**src/rtl/seq_monitor.sv**
```systemverilog
// Sequence-generator monitor: locks onto an 8-state code cycle, then tracks it,
// counting mismatches and wraps, and latching a sticky fault after repeated errors.
module seq_monitor #(
  parameter int LOCK_N  = 3,
  parameter int FAULT_N = 2
) (
  input  logic       clk,
  input  logic       aclr,
  input  logic       en,
  input  logic [2:0] x,
  input  logic       clr,
  output logic       locked,
  output logic       fault,
  output logic       wrap,
  output logic [7:0] wrap_cnt,
  output logic [7:0] err_cnt
);

  typedef enum logic [1:0] {
    S_IDLE  = 2'd0,
    S_ACQ   = 2'd1,
    S_TRACK = 2'd2,
    S_FAULT = 2'd3
  } state_t;

  state_t     state_reg, state_next;
  logic [2:0] prev_x_reg, prev_x_next;
  logic [3:0] good_cnt_reg, good_cnt_next;
  logic [3:0] bad_cnt_reg, bad_cnt_next;
  logic       wrap_reg, wrap_next;
  logic [7:0] wrap_cnt_reg, wrap_cnt_next;
  logic [7:0] err_cnt_reg, err_cnt_next;
  logic       locked_reg, locked_next;
  logic       fault_reg, fault_next;
  logic       match;

  // Expected successor of code p in the legal cycle.
  function automatic logic [2:0] predict(input logic [2:0] p);
    predict = {(p[1] ^ p[0]) ^ ~(p[2] | p[1]), p[2], p[1]};
  endfunction

  assign match = (x == predict(prev_x_reg));

  always_comb begin
    state_next    = state_reg;
    prev_x_next   = prev_x_reg;
    good_cnt_next = good_cnt_reg;
    bad_cnt_next  = bad_cnt_reg;
    wrap_next     = 1'b0;
    wrap_cnt_next = wrap_cnt_reg;
    err_cnt_next  = err_cnt_reg;

    if (clr) begin
      // clr wins over a simultaneous sample, which is dropped entirely
      state_next    = S_IDLE;
      good_cnt_next = 4'd0;
      bad_cnt_next  = 4'd0;
      wrap_cnt_next = 8'd0;
      err_cnt_next  = 8'd0;
    end else if (en) begin
      prev_x_next = x;
      case (state_reg)
        S_IDLE: begin
          good_cnt_next = 4'd0;
          state_next    = S_ACQ;
        end
        S_ACQ: begin
          if (match) begin
            if (good_cnt_reg + 4'd1 == 4'(LOCK_N)) begin
              state_next    = S_TRACK;
              good_cnt_next = 4'd0;
              bad_cnt_next  = 4'd0;
            end else begin
              good_cnt_next = good_cnt_reg + 4'd1;
            end
          end else begin
            good_cnt_next = 4'd0;
          end
        end
        S_TRACK: begin
          if (match) begin
            bad_cnt_next = 4'd0;
            if (x == 3'b000) begin
              wrap_next     = 1'b1;
              wrap_cnt_next = wrap_cnt_reg + 8'd1;
            end
          end else begin
            if (err_cnt_reg != 8'hFF) err_cnt_next = err_cnt_reg + 8'd1;
            if (bad_cnt_reg + 4'd1 == 4'(FAULT_N)) begin
              state_next   = S_FAULT;
              bad_cnt_next = 4'd0;
            end else begin
              bad_cnt_next = bad_cnt_reg + 4'd1;
            end
          end
        end
        default: begin
          state_next = S_FAULT;
        end
      endcase
    end

    locked_next = (state_next == S_TRACK);
    fault_next  = (state_next == S_FAULT);
  end

  always_ff @(posedge clk or negedge aclr) begin
    if (!aclr) begin
      state_reg    <= S_IDLE;
      prev_x_reg   <= 3'b000;
      good_cnt_reg <= 4'd0;
      bad_cnt_reg  <= 4'd0;
      wrap_reg     <= 1'b0;
      wrap_cnt_reg <= 8'd0;
      err_cnt_reg  <= 8'd0;
      locked_reg   <= 1'b0;
      fault_reg    <= 1'b0;
    end else begin
      state_reg    <= state_next;
      prev_x_reg   <= prev_x_next;
      good_cnt_reg <= good_cnt_next;
      bad_cnt_reg  <= bad_cnt_next;
      wrap_reg     <= wrap_next;
      wrap_cnt_reg <= wrap_cnt_next;
      err_cnt_reg  <= err_cnt_next;
      locked_reg   <= locked_next;
      fault_reg    <= fault_next;
    end
  end

  assign locked   = locked_reg;
  assign fault    = fault_reg;
  assign wrap     = wrap_reg;
  assign wrap_cnt = wrap_cnt_reg;
  assign err_cnt  = err_cnt_reg;

endmodule

```
**config.mk**
```make
export PLATFORM = sky130hd
export DESIGN_NAME = seq_monitor
export DESIGN_NICKNAME = d
export VERILOG_FILES = /design/src/rtl/seq_monitor.sv
export SDC_FILE = /design/constraint.sdc
export NUM_CORES = 1
export LEC_CHECK = 0
export ABC_CLOCK_PERIOD_IN_PS = 6300
export BUFFER_PORTS_ARGS = -buffer_cell sky130_fd_sc_hd__buf_2
export CAP_MARGIN = 20
export CORE_MARGIN = 4
export CORE_UTILIZATION = 50
export DETAILED_ROUTE_END_ITERATION = 8
export GPL_ROUTABILITY_DRIVEN = 1
export MAX_ROUTING_LAYER = met4
export PLACE_DENSITY = 0.73
export SETUP_SLACK_MARGIN = 0.5
export SYNTH_ARGS = -nofsm -noshare
export SYNTH_HDL_FRONTEND = slang
export SYNTH_SLANG_ARGS = --single-unit
```
**constraint.sdc**
```tcl
create_clock -name clk -period 6.3 [get_ports clk]
set_clock_uncertainty 0.1 [all_clocks]
set_input_delay 0 -clock clk [delete_from_list [all_inputs] [get_ports clk]]
set_output_delay 0 -clock clk [all_outputs]
set_load 0.05 [all_outputs]
```
==> reports/qor.yml <==
die:
  dieArea_um2: 4640
  io_pins: 26
  core_um2: 3420
  start_util_pct: 52.9
  die_w_um: 68.1
  die_h_um: 68.1
  placementRows: 21
timing:
  finalHoldViolCount: 0
  max_freq_mhz: 447
  period_share_pct: 35.5
  drv_slew: 0
  worst_pin_slew_ns: 0.695
  rsz0062_at_grt: "no"
  final.setup.tns_ns: 0
  finalSetupViolCount: 0
  slew_headroom_pct: 53.7
  setup_ws_ns: 4.06
  post-route-min-period_ns: 2.24
worst_setup_path:
  rr_worst_depth: 5
  required_ns: 6.46
  cp-start-kind: "register"
  worstSetupStartpoint: "prev_x_reg[2]$_DFFE_PN0P_"
  cp_slowest_cell: "a311oi_4"
  r2r-end: "err_cnt[7]$_DFFE_PN0P_"
  worst_ep_arrival_time_ns: 2.40
  max_stage_delay_ns: 0.53
  crit_path_end: "err_cnt[7]$_DFFE_PN0P_"
  crit_fanout: 11
  cp_cell_sequence: "xnor2_1 -> a311oi_4 -> o22ai_2 -> or4_1 -> a21oi_1"
  reg2reg_setup_slack_ns: 4.06
  endpoint_kind: "register"
  crit_type: "register to register"
  reg2reg_from: "prev_x_reg[2]$_DFFE_PN0P_"
place:
  pre_cts_slack_ns: 4.07
  numPortBuffers: 25
  gp_congestion: 0.836
  hpwl_mm: 2.72
cts:
  ctsHoldBuffers: 5
  h-tree-depth: 2
  clk_path_buf_depth: 2
  cts_tree: "yes"
  path_clk_slew_ns: 0.10
  root_buffer: "clkbuf_4"
  post_cts_buffers: 0
  cts_resized: 0
  clock_sinks: 32
  numCtsBuffers: 5
  clock_latency_ns: 0.34
global_route:
  grt_max_degree: 33
  antenna_found_initial: 0
  grt_pass1_vias: 1432
  overflow: 0
  grt_first_pass_wirelength_mm: 6.53
  track_usage_pct: 19.3
synthesis:
  synth_compound_area_share_pct: 14.1
  synth.distinct_cells: 49
  synthXorXnorAreaFrac_pct: 6.78
  synth_nets: 199
  synth_top_family_by_area: "simple AND/OR/NAND/NOR gates"
  synth_cells: 186
  ys_seq_area_share_pct: 44.3
  yosys.area_share.simple_pct: 25.7
  ys_seq_elements: 32
  synthMuxAreaShare_pct: 1.73
  ys.flop_type: "dfrtp_1"
  yosys_warnings: 0
  syn_area_um2: 1810
  synth_edf_count: 0
  synth-async-reset-ratio_pct: 100
  synth-adder-area-share_pct: 4.15
  syn_avg_cell_area_um2: 9.72
finish:
  antenna_cells_inserted: 0
  drive_gt1_share_pct: 19.3
  finish.utilization_pct: 60.4
  fin_nets: 230
  areaGrowthSynthToFinish_pct: 14.1
  nFillCells: 303
drt:
  antenna_left: 0
  via_count: 1521
  drc_errors: 0
  vias_per_cell: 5.76
  drt_iter0_markers: 88
  post_drt_wl_per_cell_um: 14.2
  drtPass1Iterations: 4
  drt-total-wl_mm: 3.76
power_and_ir_drop:
  ir_drop_mv: 0.137
  power_leakage_nw: 0.963
  p_per_area_nw_per_um2: 184
run:
  drv_cap: 0
min_path:
  hold_path.class: "input pin to register"
status:
  status: "completed"
area by class of cell:
cell class / instances / area [µm²] / area share (%)
flip-flops and latches: 32 / 801 / 38.8
clock buffers: 6 / 51.3 / 2.49
clock inverters: 2 / 10.0 / 0.485
well taps: 46 / 57.6 / 2.79
multi-input cells: 143 / 950 / 46.0
repair buffers: 30 / 175 / 8.49
inverters: 5 / 18.8 / 0.910
logic make-up after synthesis:
group	after synthesis
mux	3
fa+ha+maj	6
flops	32
xor+xnor	14
buf+inv	11
compound gates	35
simple gates	85
Yosys cell counts (2+ instances only):
cell type	instances	area [µm²]
dfrtp_1	32	801
nand2_1	22	82.6
nor2_1	17	63.8
a21oi_1	11	55.1
xor2_1	10	87.6
nand4_1	7	43.8
o21ai_0	7	35.0
ha_1	6	75.1
inv_1	5	18.8
nor3_1	5	25.0
nand3_1	4	20.0
nor2b_1	4	25.0
or4_1	4	30.0
xnor2_1	4	35.0
and3_1	3	18.8
clkbuf_1	3	11.3
nor4b_1	3	26.3
o31ai_1	3	22.5
mux2i_1	2	20.0
nand2b_1	2	12.5
o2111ai_1	2	17.5
or2_2	2	12.5
or3_1	2	12.5
critical path: cells and delay by family (launching register included):
kind / cells / cell delay, ns
xor+xnor: 1 / 0.18
simple gates: 1 / 0.50
compound gates: 3 / 0.94
flops: 1 / 0.43
metal layers:
| layer | wire [µm] | up-vias | track usage (%) |
|---|---|---|---|
| met5 | 0 | - | - |
| met4 | 70 | 0 | 8.19 |
| met3 | 198 | 8 | 3.94 |
| met2 | 1760 | 41 | 29.7 |
| met1 | 1730 | 734 | 24.8 |
| li1 | - | 738 | - |
through the flow:
step	instances	area, µm²	power, mW	hold WS, ns
after floorplan	186	1810	0.247	-0.396
after global placement	251	1950	0.255	-0.0192
after detailed placement	251	1950	0.257	-0.00795
after CTS	264	2060	0.382	0.00219
after global routing	264	2060	0.398	0.0249
final	264	2060	0.379	0.00860
cell usage in the layout (no fill, tap or decap), types with 2 or more instances in the layout:
cell and count:
ha_1 6, clkbuf_4 5, or2_2 2, dlygate4sd3_1 5, nand4_1 7, inv_1 5
a21oi_1 11, or4_1 4, or3_1 2, o31ai_1 3, nor3_1 5, dfrtp_1 32
o21ai_0 7, nand2_1 22, mux2i_1 2, nand2b_1 2, nor2b_1 4, o2111ai_1 2
buf_2 25, nand3_1 4, nor4b_1 3, nor2_1 17, clkinv_2 2, xnor2_1 4
and3_1 3, xor2_1 10
worst min path at each step:
stage,slack (ns),to,start,cells past startpoint
6_report,0.009,state_reg[1]$_DFF_PN0_,clr,2
5_1_grt,0.02,err_cnt[4]$_DFFE_PN0P_,clr,2
4_1_cts,0.002,wrap_cnt[6]$_DFFE_PN0P_,clr,2
3_5_place_dp,-0.008,bad_cnt_reg[3]$_DFFE_PN0P_,aclr,1
3_3_place_gp,-0.02,bad_cnt_reg[3]$_DFFE_PN0P_,aclr,1
2_1_floorplan,-0.40,bad_cnt_reg[0]$_DFFE_PN0P_,aclr,0
power by group:
| group | switching [mW] | internal [mW] | leakage, nW |
|---|---|---|---|
| clock | 0.0702 | 0.0530 | 0.0380 |
| sequential | 0.00440 | 0.208 | 0.441 |
| combinational | 0.0283 | 0.0145 | 0.484 |
| total | 0.103 | 0.276 | 0.963 |
Note: power is estimated with default switching activity, not from simulation.
